--- config.mk ---
export PLATFORM = sky130hd
export DESIGN_NAME = logic_reduce_unit_flat
export DESIGN_NICKNAME = d
export VERILOG_FILES = /design/src/rtl/logic_reduce_pkg.sv /design/src/rtl/logic_reduce_unit_if.sv /design/src/rtl/logic_reduce_unit_reduce_gate.sv /design/src/rtl/logic_reduce_unit.sv /design/src/flat_wrapper.sv
export SDC_FILE = /design/constraint.sdc
export NUM_CORES = 1
export LEC_CHECK = 0
export ABC_AREA = 1
export CAP_MARGIN = 30
export CORE_ASPECT_RATIO = 0.7
export CORE_UTILIZATION = 50
export DETAILED_ROUTE_END_ITERATION = 7
export HOLD_SLACK_MARGIN = 0.15
export PLACE_DENSITY = 0.79
export SLEW_MARGIN = 20
export SYNTH_ARGS = -nofsm -noshare
export SYNTH_HDL_FRONTEND = slang
export SYNTH_HIERARCHICAL = 1
export SYNTH_SLANG_ARGS = --single-unit
--- constraint.sdc ---
create_clock -name clk -period 4.2 [get_ports clk]
set_input_delay 0.63 -clock clk [delete_from_list [all_inputs] [get_ports clk]]
set_output_delay 0.63 -clock clk [all_outputs]
set_load 0.02 [all_outputs]
--- src/rtl/logic_reduce_pkg.sv ---
// Shared types and helpers for the logic reduction unit.
//   op_t    : gate select encoding carried on in_op
//   state_t : frame FSM states
//   base_of : maps any op to the AND/OR/XOR it accumulates with
//   inverts : ops whose final frame result is complemented
//   is_rsv  : ops 6/7, which yield a zero result with the error flag set
package logic_reduce_pkg;

  typedef enum logic [2:0] {
    OP_AND  = 3'd0,
    OP_OR   = 3'd1,
    OP_XOR  = 3'd2,
    OP_NAND = 3'd3,
    OP_NOR  = 3'd4,
    OP_XNOR = 3'd5,
    OP_RSV6 = 3'd6,
    OP_RSV7 = 3'd7
  } op_t;

  typedef enum logic [1:0] {
    IDLE  = 2'd0,
    ACCUM = 2'd1,
    DONE  = 2'd2
  } state_t;

  function automatic op_t base_of(input op_t op);
    case (op)
      OP_OR, OP_NOR:   base_of = OP_OR;
      OP_XOR, OP_XNOR: base_of = OP_XOR;
      default:         base_of = OP_AND;
    endcase
  endfunction

  function automatic logic inverts(input op_t op);
    case (op)
      OP_NAND, OP_NOR, OP_XNOR: inverts = 1'b1;
      default:                  inverts = 1'b0;
    endcase
  endfunction

  function automatic logic is_rsv(input op_t op);
    is_rsv = (op[2:1] == 2'b11);
  endfunction

endpackage

--- src/rtl/logic_reduce_unit_if.sv ---
// Handshake bundle of the logic reduction unit.
//   in_valid/in_ready/in_data/in_op/in_last : operand beat stream
//   out_valid/out_ready/out_data/out_count/out_err : frame result stream
// master = producer/consumer side (testbench), slave = reduction unit.
interface logic_reduce_unit_if #(
  parameter int WIDTH = 8,
  parameter int NIN   = 3,
  parameter int CNTW  = 4
);
  logic                 in_valid;
  logic                 in_ready;
  logic [NIN*WIDTH-1:0] in_data;
  logic [2:0]           in_op;
  logic                 in_last;
  logic                 out_valid;
  logic                 out_ready;
  logic [WIDTH-1:0]     out_data;
  logic [CNTW-1:0]      out_count;
  logic                 out_err;

  modport master (
    output in_valid, in_data, in_op, in_last, out_ready,
    input  in_ready, out_valid, out_data, out_count, out_err
  );

  modport slave (
    input  in_valid, in_data, in_op, in_last, out_ready,
    output in_ready, out_valid, out_data, out_count, out_err
  );
endinterface

--- src/rtl/logic_reduce_unit_reduce_gate.sv ---
// Purely combinational bitwise reduction of NIN operands with a base op.
//   base_op : OP_AND, OP_OR or OP_XOR (anything else reduces as AND)
//   data    : NIN operands, operand k = data[k*WIDTH +: WIDTH]
//   res     : bitwise reduction result
module reduce_gate
  import logic_reduce_pkg::*;
#(
  parameter int WIDTH = 8,
  parameter int NIN   = 3
) (
  input  op_t                  base_op,
  input  logic [NIN*WIDTH-1:0] data,
  output logic [WIDTH-1:0]     res
);

  logic [WIDTH-1:0] fold_s;

  // Fold the operands left to right with the selected base op.
  always_comb begin
    fold_s = data[WIDTH-1:0];
    for (int k = 1; k < NIN; k++) begin
      case (base_op)
        OP_OR:   fold_s = fold_s | data[k*WIDTH +: WIDTH];
        OP_XOR:  fold_s = fold_s ^ data[k*WIDTH +: WIDTH];
        default: fold_s = fold_s & data[k*WIDTH +: WIDTH];
      endcase
    end
  end

  assign res = fold_s;

endmodule

--- src/rtl/logic_reduce_unit.sv ---
// Gate/reduction engine: reduces NIN operands per beat and all beats of a
// frame (delimited by in_last) with a gate selected on the first beat.
//   clk, reset : clock and synchronous active-high reset
//   bus        : slave side of logic_reduce_unit_if (beat in, result out)
// One registered result per frame; out_count saturates at 2^CNTW-1.
module logic_reduce_unit
  import logic_reduce_pkg::*;
#(
  parameter int WIDTH = 8,
  parameter int NIN   = 3,
  parameter int CNTW  = 4
) (
  input logic                clk,
  input logic                reset,
  logic_reduce_unit_if.slave bus
);

  localparam logic [CNTW-1:0] CNT_MAX = {CNTW{1'b1}};

  state_t           state_r, state_nxt_s;
  op_t              op_r, cur_op_s, base_s;
  logic [WIDTH-1:0] acc_r, acc_nxt_s, beat_res_s, comb_res_s, result_s;
  logic [CNTW-1:0]  cnt_r, cnt_nxt_s;
  logic             out_valid_r, out_err_r, err_s;
  logic [WIDTH-1:0] out_data_r;
  logic [CNTW-1:0]  out_count_r;
  logic             in_ready_s, accept_s, first_s;

  assign in_ready_s = ~reset & (~out_valid_r | bus.out_ready);
  assign accept_s   = bus.in_valid & in_ready_s;
  // Any beat accepted outside ACCUM opens a new frame.
  assign first_s    = (state_r != ACCUM);

  // The op of the first beat comes straight from the bus; later beats use the latched op.
  always_comb begin
    if (first_s) begin
      cur_op_s = op_t'(bus.in_op);
    end else begin
      cur_op_s = op_r;
    end
    base_s = base_of(cur_op_s);
  end

  reduce_gate #(.WIDTH(WIDTH), .NIN(NIN)) u_beat_gate (
    .base_op (base_s),
    .data    (bus.in_data),
    .res     (beat_res_s)
  );

  reduce_gate #(.WIDTH(WIDTH), .NIN(2)) u_acc_gate (
    .base_op (base_s),
    .data    ({acc_r, beat_res_s}),
    .res     (comb_res_s)
  );

  // Next accumulator and saturating beat count for an accepted beat.
  always_comb begin
    if (first_s) begin
      acc_nxt_s = beat_res_s;
      cnt_nxt_s = CNTW'(1);
    end else if (cnt_r == CNT_MAX) begin
      acc_nxt_s = comb_res_s;
      cnt_nxt_s = cnt_r;
    end else begin
      acc_nxt_s = comb_res_s;
      cnt_nxt_s = cnt_r + CNTW'(1);
    end
  end

  // Final frame result: inversion is applied once, after accumulation.
  always_comb begin
    if (is_rsv(cur_op_s)) begin
      result_s = {WIDTH{1'b0}};
      err_s    = 1'b1;
    end else if (inverts(cur_op_s)) begin
      result_s = ~acc_nxt_s;
      err_s    = 1'b0;
    end else begin
      result_s = acc_nxt_s;
      err_s    = 1'b0;
    end
  end

  // Frame FSM next-state logic.
  always_comb begin
    state_nxt_s = state_r;
    case (state_r)
      IDLE, DONE: begin
        if (accept_s) begin
          state_nxt_s = bus.in_last ? DONE : ACCUM;
        end else if (state_r == DONE && bus.out_ready) begin
          state_nxt_s = IDLE;
        end else begin
          state_nxt_s = state_r;
        end
      end
      ACCUM: begin
        if (accept_s && bus.in_last) begin
          state_nxt_s = DONE;
        end else begin
          state_nxt_s = ACCUM;
        end
      end
      default: state_nxt_s = IDLE;
    endcase
  end

  // State, frame accumulator and registered result.
  always_ff @(posedge clk) begin
    if (reset) begin
      state_r     <= IDLE;
      op_r        <= OP_AND;
      acc_r       <= {WIDTH{1'b0}};
      cnt_r       <= {CNTW{1'b0}};
      out_valid_r <= 1'b0;
      out_data_r  <= {WIDTH{1'b0}};
      out_count_r <= {CNTW{1'b0}};
      out_err_r   <= 1'b0;
    end else begin
      state_r     <= state_nxt_s;
      out_valid_r <= (state_nxt_s == DONE);
      if (accept_s) begin
        op_r  <= cur_op_s;
        acc_r <= acc_nxt_s;
        cnt_r <= cnt_nxt_s;
        if (bus.in_last) begin
          out_data_r  <= result_s;
          out_count_r <= cnt_nxt_s;
          out_err_r   <= err_s;
        end
      end
    end
  end

  assign bus.in_ready  = in_ready_s;
  assign bus.out_valid = out_valid_r;
  assign bus.out_data  = out_data_r;
  assign bus.out_count = out_count_r;
  assign bus.out_err   = out_err_r;

endmodule

--- src/flat_wrapper.sv ---
// flat-port wrapper written by rule: the top's interface ports become plain ports
module logic_reduce_unit_flat import logic_reduce_pkg::*;
#(
  parameter int WIDTH = 8,
  parameter int NIN   = 3,
  parameter int CNTW  = 4
)
  (clk, reset, bus_in_valid, bus_in_data, bus_in_op, bus_in_last, bus_out_ready, bus_in_ready, bus_out_valid, bus_out_data, bus_out_count, bus_out_err);
  logic_reduce_unit_if #(.WIDTH(WIDTH), .NIN(NIN), .CNTW(CNTW)) bus_i ();
  input logic clk;
  input logic reset;
  input wire logic [$bits(bus_i.in_valid)-1:0] bus_in_valid;
  input wire logic [$bits(bus_i.in_data)-1:0] bus_in_data;
  input wire logic [$bits(bus_i.in_op)-1:0] bus_in_op;
  input wire logic [$bits(bus_i.in_last)-1:0] bus_in_last;
  input wire logic [$bits(bus_i.out_ready)-1:0] bus_out_ready;
  output wire logic [$bits(bus_i.in_ready)-1:0] bus_in_ready;
  output wire logic [$bits(bus_i.out_valid)-1:0] bus_out_valid;
  output wire logic [$bits(bus_i.out_data)-1:0] bus_out_data;
  output wire logic [$bits(bus_i.out_count)-1:0] bus_out_count;
  output wire logic [$bits(bus_i.out_err)-1:0] bus_out_err;
  assign bus_i.in_valid = bus_in_valid;
  assign bus_i.in_data = bus_in_data;
  assign bus_i.in_op = bus_in_op;
  assign bus_i.in_last = bus_in_last;
  assign bus_i.out_ready = bus_out_ready;
  assign bus_in_ready = bus_i.in_ready;
  assign bus_out_valid = bus_i.out_valid;
  assign bus_out_data = bus_i.out_data;
  assign bus_out_count = bus_i.out_count;
  assign bus_out_err = bus_i.out_err;
  logic_reduce_unit #(.WIDTH(WIDTH), .NIN(NIN), .CNTW(CNTW)) u_core (.clk(clk), .reset(reset), .bus(bus_i));
endmodule
# Word level (Yosys, flattened, before mapping)
# Cells that the tools add are included.
[totals]
register_bits = 31
latch_bits = 0
mem_bits_rw = 0
mem_bits_ro = 0
inputBits = 32
out_inout_bits = 15
elab_cells = 63
memories = 0
[op_classes]
n_addsub = 1
multipliers = 0
n_div = 0
magnitude_cmp = 0
n_eq_ne = 13
n_shift = 0
n_mux = 18
bitwise = 15
n_reduce_logical = 8
[op_table]
columns = ["operator", "count"]
rows = [
  ["one-hot mux 8 bit (2 select lines)", 3],
  ["bitwise AND 8 bit", 3],
  ["2-to-1 mux 8 bit", 3],
  ["bitwise OR 8 bit", 3],
  ["XOR 8 bit", 3],
  ["== test 3 x 2 -> 1 bit, second input constant", 3],
  ["2-to-1 mux 2 bit", 4],
  ["2-to-1 mux 4 bit", 2],
  ["NOT 8 bit", 1],
  ["one-hot mux 2 bit (2 select lines)", 2],
  ["== test 2 bit, second input constant", 3],
  ["== test 3 x 1 -> 1 bit, second input constant", 2],
  ["== test 3 bit, second input constant", 2],
  ["OR reduction 2 bit", 3],
  ["adder 4 x 1 -> 4 bit, second input constant", 1],
  ["== test 4 bit, second input constant", 1],
  ["2-to-1 mux 1 bit", 3],
  ["2-to-1 mux 3 bit", 1],
  ["OR reduction 3 bit", 1],
  ["bitwise AND 1 bit", 2],
  ["== test 2 x 1 -> 1 bit, second input constant", 1],
  ["logical AND 1 bit", 2],
  ["logical NOT 2 bit", 1],
  ["!= test 2 x 1 -> 1 bit, second input constant", 1],
  ["3 further kinds", 4],
]

# Longest topological paths before layout
# Gate-level depths: netlist (run 1).
[depth]
ltp_word = 15
mapped_depth = 28
mapped_depth_nobuf = 26

# Hierarchy
# Netlist (run 1), hierarchy kept.
[by_module_without_submodules]
columns = ["module", "n_inst", "cells_per_inst", "area_per_inst_um2", "seq_area_each_um2"]
rows = [
  ["logic_reduce_unit", 1, 204, 1527.7, 620.6],
  ["reduce_gate at u_core.u_beat_gate", 1, 172, 1207.4, 0.0],
  ["reduce_gate at u_core.u_acc_gate", 1, 79, 491.7, 0.0],
]

# Worst setup path after synthesis (run 1)
# Ideal clock, no wire load.
[synth_path]
kind = "input port to flip-flop"
from = "in bus_in_op[2]"
to = "reg u_core.out_data_r[2], in the netlist u_core/bus.out_data[2]"
setup_time_ps = 117
arrival_ps = 3412
required_ps = 4083
path_slack_ps = 671
stages = 22
n_path_buf = 2
cell_sequence = "inv_1 > nand2_1 > nand2_1 > nand2_2 > a21oi_1 > buf_6 > nand3_4 > buf_12 > nand3_2 > nand3_2 > ha_1 > nand2_1 > nand3_1 > inv_1 > ha_1 > nand2_1 > nand3_1 > or2_1 > o21ai_2 > o21ai_1 > a21oi_1 > nor2_1"
[synth_between]
elab_chain_len = 14
[synth_lines]
columns = ["element", "line", "source"]
rows = [
  ["from (decl)", "flat_wrapper.sv:14", "input wire logic [$bits(bus_i.in_op)-1:0] bus_in_op;"],
  ["2-to-1 mux 3 bit (*)", "logic_reduce_unit.sv:36", "if (first_s) begin"],
  ["== test 3 x 2 -> 1 bit, or another cell as far along", "logic_reduce_pkg.sv:27", "case (op)"],
  ["OR reduction 2 bit", "logic_reduce_pkg.sv:27", ""],
  ["one-hot mux 2 bit (2 select lines) (*)", "logic_reduce_pkg.sv:27", ""],
  ["via u_core.base_s[1]", "logic_reduce_unit.sv:21", "op_t op_r, cur_op_s, base_s;"],
  ["== test 3 x 2 -> 1 bit or == test 3 x 1 -> 1 bit (tied branches)", "logic_reduce_unit_reduce_gate.sv:22", "case (base_op)"],
  ["one-hot mux 8 bit (2 select lines)", "logic_reduce_unit_reduce_gate.sv:22", ""],
  ["bitwise AND 8 bit, or another cell as far along", "logic_reduce_unit_reduce_gate.sv:25", "default: fold_s = fold_s & data[k*WIDTH +: WIDTH];"],
  ["one-hot mux 8 bit (2 select lines) (*)", "logic_reduce_unit_reduce_gate.sv:22", ""],
  ["via u_core.beat_res_s[2]", "logic_reduce_unit.sv:22", "logic [WIDTH-1:0] acc_r, acc_nxt_s, beat_res_s, comb_res_s, result_s;"],
  ["bitwise AND 8 bit, or another cell as far along", "logic_reduce_unit_reduce_gate.sv:25", ""],
  ["one-hot mux 8 bit (2 select lines) (*)", "logic_reduce_unit_reduce_gate.sv:22", ""],
  ["via u_core.comb_res_s[2]", "logic_reduce_unit.sv:22", ""],
  ["2-to-1 mux 8 bit (*)", "logic_reduce_unit.sv:58", "if (first_s) begin"],
  ["NOT 8 bit", "logic_reduce_unit.sv:76", "result_s = ~acc_nxt_s;"],
  ["2-to-1 mux 8 bit (*)", "logic_reduce_unit.sv:75", "end else if (inverts(cur_op_s)) begin"],
  ["2-to-1 mux 8 bit (*)", "logic_reduce_unit.sv:72", "if (is_rsv(cur_op_s)) begin"],
  ["to (signal assigned)", "logic_reduce_unit.sv:116", "out_data_r <= {WIDTH{1'b0}};"],
  ["to (signal assigned)", "logic_reduce_unit.sv:127", "out_data_r <= result_s;"],
  ["to (decl)", "logic_reduce_unit.sv:25", "logic [WIDTH-1:0] out_data_r;"],
]
# The timed path passes the listed nets; every way through them passes the cells marked *. The select of a mux whose other input is x is not followed.
# A chain may end at the register's enable or synchronous reset.

# Worst setup path after layout (run 1)
[layout_path]
from = "in bus_in_op[2]"
to = "reg u_core.out_data_r[5], in the netlist u_core/bus.out_data[5]"
# The elaborated chain is that of the path after synthesis.

==> results of run 1 <==
registers in the layout, summed over array words and instances, names as in the netlist:
signal,flops
u_core/acc_r,8
u_core/bus.out_data,8
u_core/bus.out_count,4
u_core/cnt_r,4
u_core/op_r,3
u_core/state_r,2
u_core/bus.out_err,1
u_core/bus.out_valid,1
routing by layer:
layer | share of wire, % | GRT usage (%) | up-vias
met4 | 1.7 | 6.40 | 0
met3 | 5.5 | 4.54 | 16
met5 | 0 | 0 | -
li1 | - | - | 1563
met1 | 46 | 31.7 | 1462
met2 | 47 | 40.9 | 98
per-stage QoR:
step	instances	utilization (%)	hold WS, ps	setup WS [ps]	instance area, um2
final	583	62.0	467	393	3850
after CTS	583	62.0	469	416	3850
after global routing	583	62.0	489	9.16	3850
after global placement	575	60.1	454	254	3730
after detailed placement	575	60.1	459	130	3730
after floorplan	458	-	443	671	3240
path summary, 6_finish.rpt:
check	start	to	slack, ps
setup / recovery	bus_in_op[2]	u_core/bus.out_data[5]	390
hold reg to reg	u_core/bus.out_count[2]	u_core/bus.out_count[2]	470
setup reg to reg	u_core/state_r[0]	u_core/bus.out_data[5]	400
hold / removal	u_core/bus.out_count[2]	u_core/bus.out_count[2]	470
area by class of cell:
| class | count | area (um2) | area share [%] |
|---|---|---|---|
| clock buffer | 6 | 82.6 | 2.14 |
| timing repair buffer | 51 | 510 | 13.3 |
| sequential | 31 | 621 | 16.1 |
| multi-input combinational | 324 | 2150 | 55.9 |
| tap | 78 | 97.6 | 2.53 |
| clock inverter | 2 | 35.0 | 0.910 |
| inverter | 91 | 352 | 9.13 |
power breakdown:
group          switching [mW]  total [mW]  internal (mW)  leakage (nW)
registers              0.0133       0.324          0.311         0.254
clock network           0.116       0.308          0.192        0.0612
logic                   0.245       0.401          0.156          1.63
total                   0.374        1.03          0.659          1.95
placed cells by master, fill, tap and decap left out, types with 2 or more instances in the layout:
master / Yosys / final
sky130_fd_sc_hd__a211oi_1: 2 / 2
sky130_fd_sc_hd__a21oi_1: 24 / 23
sky130_fd_sc_hd__buf_4: 3 / 4
sky130_fd_sc_hd__clkbuf_8: 0 / 6
sky130_fd_sc_hd__clkdlybuf4s50_1: 0 / 46
sky130_fd_sc_hd__conb_1: 1 / 4
sky130_fd_sc_hd__dfxtp_1: 31 / 31
sky130_fd_sc_hd__ha_1: 49 / 49
sky130_fd_sc_hd__inv_1: 81 / 81
sky130_fd_sc_hd__inv_2: 6 / 6
sky130_fd_sc_hd__inv_4: 4 / 4
sky130_fd_sc_hd__nand2_1: 65 / 65
sky130_fd_sc_hd__nand2_2: 7 / 7
sky130_fd_sc_hd__nand2_4: 5 / 5
sky130_fd_sc_hd__nand3_1: 45 / 45
sky130_fd_sc_hd__nand3_2: 22 / 22
sky130_fd_sc_hd__nand3_4: 2 / 2
sky130_fd_sc_hd__nand3b_1: 8 / 8
sky130_fd_sc_hd__nand4_1: 8 / 8
sky130_fd_sc_hd__nor2_1: 30 / 30
sky130_fd_sc_hd__o21ai_0: 23 / 23
sky130_fd_sc_hd__o21ai_1: 12 / 12
sky130_fd_sc_hd__o21ai_2: 3 / 3
sky130_fd_sc_hd__or2_1: 3 / 3
sky130_fd_sc_hd__or2_2: 2 / 2
cells by family after synthesis:
family | synth area share, %
flops | 19.2
simple gates | 35.3
buf+inv | 14.5
other cells | 0.116
compound gates | 11.6
fa+ha+maj | 19.0
xor+xnor | 0.271
cells in the mapped netlist, drive strengths merged:
library cell  instances  area, um2
o31ai                 1       7.51
conb                  1       3.75
ha                   49        613
a21boi                1       7.51
nand3                69        480
a21oi                25        136
or2                   6       37.5
nor2                 32        144
o21ai                38        201
clkbuf                3       11.3
dfxtp                31        621
nand3b                8       60.1
xor2                  1       8.76
buf                   9        105
nor3                  1       16.3
a211oi                2       15.0
inv                  91        352
and2                  1       6.26
nand2                77        344
a31oi                 1       6.26
nand4                 8       50.1
critical path: stages:
cell,delay [ps]
sky130_fd_sc_hd__clkdlybuf4s50_1,480
sky130_fd_sc_hd__inv_1,50
sky130_fd_sc_hd__nand2_1,60
sky130_fd_sc_hd__nand2_1,110
sky130_fd_sc_hd__nand2_2,120
sky130_fd_sc_hd__and2_1,300
sky130_fd_sc_hd__inv_4,120
sky130_fd_sc_hd__nand3_4,200
sky130_fd_sc_hd__nand2_4,120
sky130_fd_sc_hd__nor2_1,120
sky130_fd_sc_hd__nor2_1,50
sky130_fd_sc_hd__ha_1,270
sky130_fd_sc_hd__nand2_1,60
sky130_fd_sc_hd__nand3_2,100
sky130_fd_sc_hd__inv_1,50
sky130_fd_sc_hd__ha_1,300
sky130_fd_sc_hd__nand2_1,70
sky130_fd_sc_hd__nand3_1,60
sky130_fd_sc_hd__or2_2,290
sky130_fd_sc_hd__o21ai_1,130
sky130_fd_sc_hd__o21ai_1,100
sky130_fd_sc_hd__a21oi_1,130
sky130_fd_sc_hd__nor2_1,50
==> impl_results.md, run 1 <==
* Post-CTS clock slew at the launch and capture registers of the worst setup and hold paths at 70 ps
* Worst voltage drop across the vdd grid at 0.000161 V
* Number of synthesized register bits at 31
* Total power of the final layout at 1.03 mW
* Vias after detailed routing at 3139
* Number of nets at the end of the flow at 585
* Placeable core area at 6220 um2
* Critical Path Source Type: input port
* Largest net degree at the start of global routing at 26
* Die area at 6780 um2
* Overall routed net length at 7.79 mm
* Crit Path Class: in2reg
* Post-Syn Area per Cell at 7.09 um2
* Fill cell total of the finished layout at 547
* Violated checks: design-rule violations
* Maximum clock path buffer count at 2
* Unrepaired setup endpoints after global routing: no
* Relative slew slack at 53.7%
* Die span in y at 69.2 um
* Number of top-level pins at 47
* Kind of end point of the critical path: flop
* Total gr overflow at 0
* WHS Path Cells at 2
* Critical path peak fanout at 12
* Clock insertion delay at the later pin of the skew report at 280 ps
* Worst path required time at 4370 ps
* Total GRT Usage at 24.2%
* Post-cts repair resize count at 0
* Count of cell types in the netlist at 38
* IO Port Bufs at 46
* Reg2Reg Depth at 22
* Wire per inst at 13.4 um
* Detail Route Antenna Nets at 0
* Highest Clock Rate at 263 MHz
* Maximum Capacitance Violations at 0
* Run status: finished, violations left
* Post-route DRC violation count at 1
* Clock Sink Count at 31
* HP Class: reg2reg
* Total negative slack for setup checks at 0 ps
* Total number of yosys warnings at 6
* Setup violation total in the final timing report at 0
* Sequential fraction of the synthesis area at 19.2%
* Floorplan die width at 98.0 um
* Number of cells produced by synthesis at 455
* Proportion of layout cells with a drive suffix above 1 at 13.7%
* Measured slew at the worst slew-check pin at 694 ps
* First-pass GRT wire length at 13.5 mm
* Starting DRT DRC Count at 223
* Number of antenna violations at the first check in global routing at 0
* Number of H-tree levels at 2
* Gpl congestion at 0.856
* Time the final worst path needs with I/O delays and setup at 3810 ps
* Root Buffer: sky130_fd_sc_hd__clkbuf_8
* Largest clock skew in the final design at 5.61 ps
* Starting utilization of the core area at 51.9%
* Setup Buffers After CTS at 0
* Hold violation count in the final report at 0
* Post-Syn Area at 3230 um2
* TritonCTS clock tree: built
* Cell area power density at 268 nW/um2
* Routed via count divided by cell count at 5.38
* Final period util at 90.6%
* Number of buffers added by the clock tree synthesis step at 5
* Static Leak at 1.95 nW
* Number of inserted diodes at 0
* Number of buffers inserted for hold repair after clock tree synthesis at 0
* Number of detailed-routing iterations run before antenna repair at 6
* Synth-to-Final Area Change at 19.3%
* CP arrival at 3980 ps
* Number of global-route vias before repair at 3032
* Site row count at 24
* HPWL reported at the end of detailed placement at 5.94 mm
* Final Slew Violations at 0
Power figures use the tool's default switching activity.
==> run 2: changes to the inputs <==
==> constraint.sdc (replaced) <==
create_clock -name clk -period 4.1 [get_ports clk]
set_input_delay 0.615 -clock clk [delete_from_list [all_inputs] [get_ports clk]]
set_output_delay 0.615 -clock clk [all_outputs]
set_load 0.02 [all_outputs]
==> run 2 against run 1 <==
Against the previous run: the flow still finishes with violations (design-rule violations); non-clock buffer count unchanged; global-route usage decreased by 2.2 points; hold slack got worse by 3.4 ps; sequential cell count did not move; utilization hardly changed; highest routed layer unchanged.
==> impl_results.md, run 2 (same netlist as run 1, synthesis figures left out) <==
* Cell area power density at 270 nW/um2 (was 268 nW/um2)
* WHS Path Cells at 2 (unchanged)
* Launching point of the worst reg2reg path: u_core/state_r[1] (was u_core/state_r[0])
* Violated checks: design-rule violations (unchanged)
* Unrepaired setup endpoints after global routing: no (unchanged)
* Proportion of layout cells with a drive suffix above 1 at 13.9% (was 13.7%)
* Site row count at 24 (unchanged)
* Number of antenna violations at the first check in global routing at 0 (unchanged)
* Start point of the worst hold path: u_core/bus.out_count[2] (unchanged)
* Net Sw Power at 367 uW (was 374 uW)
* Capture point of the worst reg-to-reg path: u_core/bus.out_data[5] (unchanged)
* Die area at 6780 um2 (unchanged)
* Number of top-level pins at 47 (unchanged)
* Final Slew Violations at 0 (unchanged)
* Starting utilization of the core area at 51.9% (unchanged)
* Delay of the slowest cell on the worst path at 420 ps (was 480 ps)
* CP arrival at 3940 ps (was 3980 ps)
* Critical Path Source Type: input port (unchanged)
* Run status: finished, violations left (unchanged)
* Gpl congestion at 0.876 (was 0.856)
* Floorplan die width at 98.0 um (unchanged)
* Placeable core area at 6220 um2 (unchanged)
* Die span in y at 69.2 um (unchanged)
* IO Port Bufs at 46 (unchanged)
* Flop pwr share at 31.9% (was 31.4%)
* Worst Hold Endpoint: u_core/bus.out_count[2] (unchanged)
* Switching part of the total power at 35.2% (was 36.2%)
* CP dominant cell by count: sky130_fd_sc_hd__nand3_2 (was sky130_fd_sc_hd__nand2_1)
* Worst Setup Slack, final at 337 ps (was 393 ps)
* Reg2Reg Depth at 23 (was 22)
* Crit Path Class: in2reg (unchanged)
* Routed via count divided by cell count at 5.10 (was 5.38)
* Cell-by-cell trace of the critical path: clkdlybuf4s50_1, inv_1, nand2_1, nand2_1, nand2_2, a21oi_2, buf_4, nand3_4, buf_4, nand3_2, nand3_2, ha_1, nand3_2, nand3_2, inv_1, ha_1, nand2_1, nand3_1, or2_2, o21ai_1, o21ai_1, a21oi_1, nor2_1 (was clkdlybuf4s50_1, inv_1, nand2_1, nand2_1, nand2_2, and2_1, inv_4, nand3_4, nand2_4, nor2_1, nor2_1, ha_1, nand2_1, nand3_2, inv_1, ha_1, nand2_1, nand3_1, or2_2, o21ai_1, o21ai_1, a21oi_1, nor2_1)
* Number of buffers added by the clock tree synthesis step at 5 (unchanged)
* Wire per inst at 12.4 um (was 13.4 um)
* HPWL reported at the end of detailed placement at 5.63 mm (was 5.94 mm)
* Root Buffer: sky130_fd_sc_hd__clkbuf_8 (unchanged)
* First-pass GRT wire length at 12.2 mm (was 13.5 mm)
* Critical path peak fanout at 13 (was 12)
* Number of inserted diodes at 0 (unchanged)
* TritonCTS clock tree: built (unchanged)
* Combinational share of power at 38.5% (was 38.8%)
* Maximum clock path buffer count at 2 (unchanged)
* Clock Power Share at 29.6% (was 29.8%)
* Total gr overflow at 0 (unchanged)
* Clock Sink Count at 31 (unchanged)
* Setup violation total in the final timing report at 0 (unchanged)
* Total GRT Usage at 22.0% (was 24.2%)
* Time the final worst path needs with I/O delays and setup at 3760 ps
* Total negative slack for setup checks at 0 ps (unchanged)
* Vias after detailed routing at 2976 (was 3139)
* Number of buffers inserted for hold repair after clock tree synthesis at 0 (unchanged)
* Most frequent cells in the layout: 81 x sky130_fd_sc_hd__inv_1, 65 x sky130_fd_sc_hd__nand2_1, 49 x sky130_fd_sc_hd__ha_1 (unchanged)
* Overall routed net length at 7.21 mm (was 7.79 mm)
* Largest clock skew in the final design at 6.14 ps (was 5.61 ps)
* Minimum setup slack after placement at 55.8 ps (was 130 ps)
* Post-route DRC violation count at 1 (unchanged)
* Worst path required time at 4270 ps (was 4370 ps)
* Cell with the largest stage delay on the worst path: sky130_fd_sc_hd__clkdlybuf4s50_1 (unchanged)
* Hold violation count in the final report at 0 (unchanged)
* Synth-to-Final Area Change at 19.4% (was 19.3%)
* Detail Route Antenna Nets at 0 (unchanged)
* Reg-to-reg slack, setup at 400 ps (about the same)
* Number of detailed-routing iterations run before antenna repair at 8 (was 6)
* Number of nets at the end of the flow at 585 (unchanged)
* Post-CTS clock slew at the launch and capture registers of the worst setup and hold paths at 70 ps (about the same)
* Starting DRT DRC Count at 192 (was 223)
* Worst voltage drop across the vdd grid at 0.000195 V (was 0.000161 V)
* Clock insertion delay at the later pin of the skew report at 280 ps (about the same)
* Relative slew slack at 56.5% (was 53.7%)
* Highest Clock Rate at 266 MHz
* Final period util at 91.8%
* Static Leak at 1.95 nW (about the same)
* Largest net degree at the start of global routing at 26 (unchanged)
* Number of global-route vias before repair at 2774 (was 3032)
* Total power of the final layout at 1.04 mW (was 1.03 mW)
* Number of H-tree levels at 2 (unchanged)
* Leading cell type in the layout, fill and taps excluded: sky130_fd_sc_hd__inv_1 (unchanged)
* Design internal power at 675 uW (was 659 uW)
* Kind of end point of the critical path: flop (unchanged)
* Maximum Capacitance Violations at 0 (unchanged)
* Critical path origin: bus_in_op[2] (unchanged)
* HP Class: reg2reg (unchanged)
* Measured slew at the worst slew-check pin at 652 ps (was 694 ps)
run 2: power by group through the flow:
| stage | Clock, mW | Combinational (mW) | Sequential (mW) |
|---|---|---|---|
| final | 0.308 | 0.401 | 0.332 |
| after detailed placement | 0 | 0.395 | 0.339 |
| after global routing | 0.327 | 0.450 | 0.335 |
| after global placement | 0 | 0.382 | 0.338 |
| after floorplan | 0 | 0.280 | 0.342 |
| after CTS | 0.315 | 0.398 | 0.332 |
run 2: final cells by class:
cell class	count	area, um2
repair buffers	51	510
well taps	78	97.6
multi-input cells	324	2150
fillers	551	2360
clock inverters	2	35.0
clock buffers	6	82.6
flip-flops and latches	31	621
inverters	91	352
run 2: worst max path at each step:
stage          cells after the start                     end  slack, ps
5_1_grt                           23  u_core/bus.out_data[5]         80
4_1_cts                           22  u_core/bus.out_data[5]        330
6_report                          23  u_core/bus.out_data[5]        340
3_5_place_dp                      22  u_core/bus.out_data[5]         60
3_3_place_gp                      22  u_core/bus.out_data[5]        180
2_1_floorplan                     22  u_core/bus.out_data[2]        590
run 2: routing by layer:
metal | GRT usage (%) | share of wire (%) | up-vias
met3 | 3.63 | 5.4 | 6
li1 | - | - | 1565
met2 | 35.3 | 45 | 69
met5 | 0 | 0 | -
met4 | 4.71 | 0.71 | 0
met1 | 31.1 | 49 | 1336
run 2: what timing repair did:
| item | 4_1_cts | 5_1_grt |
|---|---|---|
| setup buffers | 0 | 0 |
| setup endpoints to repair | 0 | 1 |
| gates resized for setup | 0 | 1 |
run 2: critical path: cells and delay by family:
| family | cells | cell delay (ps) |
|---|---|---|
| compound gates | 4 | 690 |
| fa+ha+maj | 2 | 410 |
| buf+inv | 5 | 1040 |
| simple gates | 12 | 1180 |
run 2: stage by stage:
stage                     cells  utilization [%]  area [um2]  hold WS (ps)
after floorplan             458                -        3240           443
after global placement      575             60.1        3730           454
after detailed placement    575             60.1        3730           454
after CTS                   583             62.0        3850           465
after global routing        583             62.0        3850           494
final                       583             62.0        3850           463
==> run 3: changes to the inputs <==
--- a/config.mk
+++ b/config.mk
@@ -7,7 +7,7 @@
 export LEC_CHECK = 0
 export ABC_AREA = 1
 export CAP_MARGIN = 30
-export CORE_ASPECT_RATIO = 0.7
+export CORE_ASPECT_RATIO = 0.8
 export CORE_UTILIZATION = 50
 export DETAILED_ROUTE_END_ITERATION = 7
 export HOLD_SLACK_MARGIN = 0.15
==> run 3 against run 2 <==
Against the previous run: the run now ends clean; sequential cell count stayed put; clock skew shrank 0.51 ps; register-to-register slack lost 20 ps; die area about the same; first-iteration DRC count down 24%; count of clock-buffer cells in the layout decreased by 1; sequential share of layout area grew 0.13 points; largest power group unchanged.
==> impl_results.md, run 3 (same netlist as run 1, synthesis figures left out) <==
* Number of buffers inserted for hold repair after clock tree synthesis at 0 (unchanged)
* Root Buffer: sky130_fd_sc_hd__clkbuf_8 (unchanged)
* GRT met1 Usage at 29.1% (was 31.1%)
* Crit Path Class: reg2reg (was in2reg)
* Minimum hold slack at 465 ps (was 463 ps)
* Final period util at 90.6% (was 91.8%)
* Clock Sink Count at 31 (unchanged)
* Setup Buffers After CTS at 0 (unchanged)
* Leading cell type in the layout, fill and taps excluded: sky130_fd_sc_hd__inv_1 (unchanged)
* Routed via count divided by cell count at 5.22 (was 5.10)
* Starting DRT DRC Count at 145 (was 192)
* Total gr overflow at 0 (unchanged)
* Post-CTS clock slew at the launch and capture registers of the worst setup and hold paths at 70 ps (about the same)
* Wire per inst at 12.6 um (was 12.4 um)
* Worst voltage drop across the vdd grid at 0.000149 V (was 0.000195 V)
* Worst path required time at 4270 ps (about the same)
* Measured slew at the worst slew-check pin at 688 ps (was 652 ps)
* Run status: finished, final reports clean (was finished, violations left)
* Overall routed net length at 7.41 mm (was 7.21 mm)
* Die span in y at 73.9 um (was 69.2 um)
* Number of top-level pins at 47 (unchanged)
* HPWL reported at the end of detailed placement at 5.81 mm (was 5.63 mm)
* Starting utilization of the core area at 53.2% (was 51.9%)
* Number of global-route vias before repair at 2883 (was 2774)
* Total power of the final layout at 963 uW (was 1.04 mW)
* Setup violation total in the final timing report at 0 (unchanged)
* Cell area power density at 252 nW/um2 (was 270 nW/um2)
* CP arrival at 3890 ps (was 3940 ps)
* Most frequent cells in the layout: 81 x sky130_fd_sc_hd__inv_1, 65 x sky130_fd_sc_hd__nand2_1, 49 x sky130_fd_sc_hd__ha_1 (unchanged)
* Largest clock skew in the final design at 5.63 ps (was 6.14 ps)
* Largest net degree at the start of global routing at 26 (unchanged)
* IO Port Bufs at 46 (unchanged)
* Number of inserted diodes at 0 (unchanged)
* Total GRT Usage at 23.0% (was 22.0%)
* Synth-to-Final Area Change at 18.4% (was 19.4%)
* Clock insertion delay at the later pin of the skew report at 280 ps (about the same)
* Total negative slack for setup checks at 0 ps (unchanged)
* Maximum clock path buffer count at 2 (unchanged)
* Highest Clock Rate at 269 MHz (was 266 MHz)
* Placeable core area at 6070 um2 (was 6220 um2)
* Floorplan die width at 91.8 um (was 98.0 um)
* First-pass GRT wire length at 12.6 mm (was 12.2 mm)
* Critical Path Source Type: flop (was input port)
* Critical path peak fanout at 17 (was 13)
* HP Class: reg2reg (unchanged)
* Static Leak at 1.93 nW (was 1.95 nW)
* Layer with the highest usage: met2 (unchanged)
* Number of nets at the end of the flow at 585 (unchanged)
* Maximum Capacitance Violations at 0 (unchanged)
* Kind of end point of the critical path: flop (unchanged)
* Met2 usage at 41.3% (was 35.3%)
* Gpl congestion at 0.896 (was 0.876)
* Time the final worst path needs with I/O delays and setup at 3720 ps (was 3760 ps)
* Unrepaired setup endpoints after global routing: no (unchanged)
* TritonCTS clock tree: built (unchanged)
* Core occupancy in the finished layout at 63.0% (was 62.0%)
* Number of buffers added by the clock tree synthesis step at 5 (unchanged)
* Die area at 6780 um2 (about the same)
* Final Slew Violations at 0 (unchanged)
* Hold violation count in the final report at 0 (unchanged)
* Post-cts repair resize count at 0 (unchanged)
* Number of antenna violations at the first check in global routing at 0 (unchanged)
* Number of detailed-routing iterations run before antenna repair at 5 (was 8)
* Proportion of layout cells with a drive suffix above 1 at 13.7% (was 13.9%)
* Fraction of met3 tracks used by global routing at 3.52% (was 3.63%)
* Relative slew slack at 54.1% (was 56.5%)
* Number of H-tree levels at 2 (unchanged)
* Site row count at 25 (was 24)
* Detail Route Antenna Nets at 0 (unchanged)
* Post-route DRC violation count at 0 (was 1)
* Fill cell total of the finished layout at 532 (was 551)
* Vias after detailed routing at 3057 (was 2976)
-- run 3: path summary, 6_finish.rpt --
path                           from  slack (ps)                      to  depth (start not counted)
max               u_core/state_r[0]         380  u_core/bus.out_data[5]                         22
min          u_core/bus.out_data[7]         460  u_core/bus.out_data[7]                          2
max reg2reg       u_core/state_r[0]         380  u_core/bus.out_data[5]                         22
min reg2reg  u_core/bus.out_data[7]         460  u_core/bus.out_data[7]                          2
-- run 3: metrics by stage --
| step | setup slack [ps] | cell area (um2) | std cells |
|---|---|---|---|
| 2_1_floorplan | 586 | 3240 | 458 |
| 3_3_place_gp | 253 | 3740 | 578 |
| 3_5_place_dp | 148 | 3740 | 578 |
| 4_1_cts | 405 | 3820 | 586 |
| 5_1_grt | 63.1 | 3820 | 586 |
| 6_report | 384 | 3820 | 586 |
-- run 3: report_power, final --
part | leakage, nW | internal [mW] | total [mW] | switching [mW]
registers | 0.254 | 0.319 | 0.332 | 0.0134
clock network | 0.0477 | 0.116 | 0.228 | 0.112
logic | 1.63 | 0.160 | 0.403 | 0.243
total | 1.93 | 0.595 | 0.963 | 0.369
-- run 3: layout make-up --
cell class	instances	area, um2	share of cell area, %
multi-input cells	324	2150	56.4
flip-flops and latches	31	621	16.2
repair buffers	51	510	13.4
inverters	91	352	9.20
well taps	81	101	2.65
clock buffers	5	68.8	1.80
clock inverters	3	15.0	0.393
-- run 3: metal layers --
layer,routed length (um),up-vias
li1,-,1560
met1,3470,1388
met4,87,0
met3,363,18
met5,0,-
met2,3490,91
-- run 3: critical path: stages, from the launching register on --
cell and delay (ps):
sky130_fd_sc_hd__dfxtp_1 530, sky130_fd_sc_hd__nand2_4 210, sky130_fd_sc_hd__nand2_1 110, sky130_fd_sc_hd__nand2_1 80, sky130_fd_sc_hd__a21oi_1 200, sky130_fd_sc_hd__and2_1 270, sky130_fd_sc_hd__buf_4 210, sky130_fd_sc_hd__nand2_4 140
sky130_fd_sc_hd__nand2_4 150, sky130_fd_sc_hd__nor2_1 50, sky130_fd_sc_hd__nor2_1 80, sky130_fd_sc_hd__ha_1 230, sky130_fd_sc_hd__nand2_1 80, sky130_fd_sc_hd__nand3_2 100, sky130_fd_sc_hd__inv_1 70, sky130_fd_sc_hd__ha_1 220
sky130_fd_sc_hd__nand2_1 60, sky130_fd_sc_hd__nand3_1 70, sky130_fd_sc_hd__or2_2 290, sky130_fd_sc_hd__o21ai_1 150, sky130_fd_sc_hd__o21ai_1 100, sky130_fd_sc_hd__a21oi_1 130, sky130_fd_sc_hd__nor2_1 50
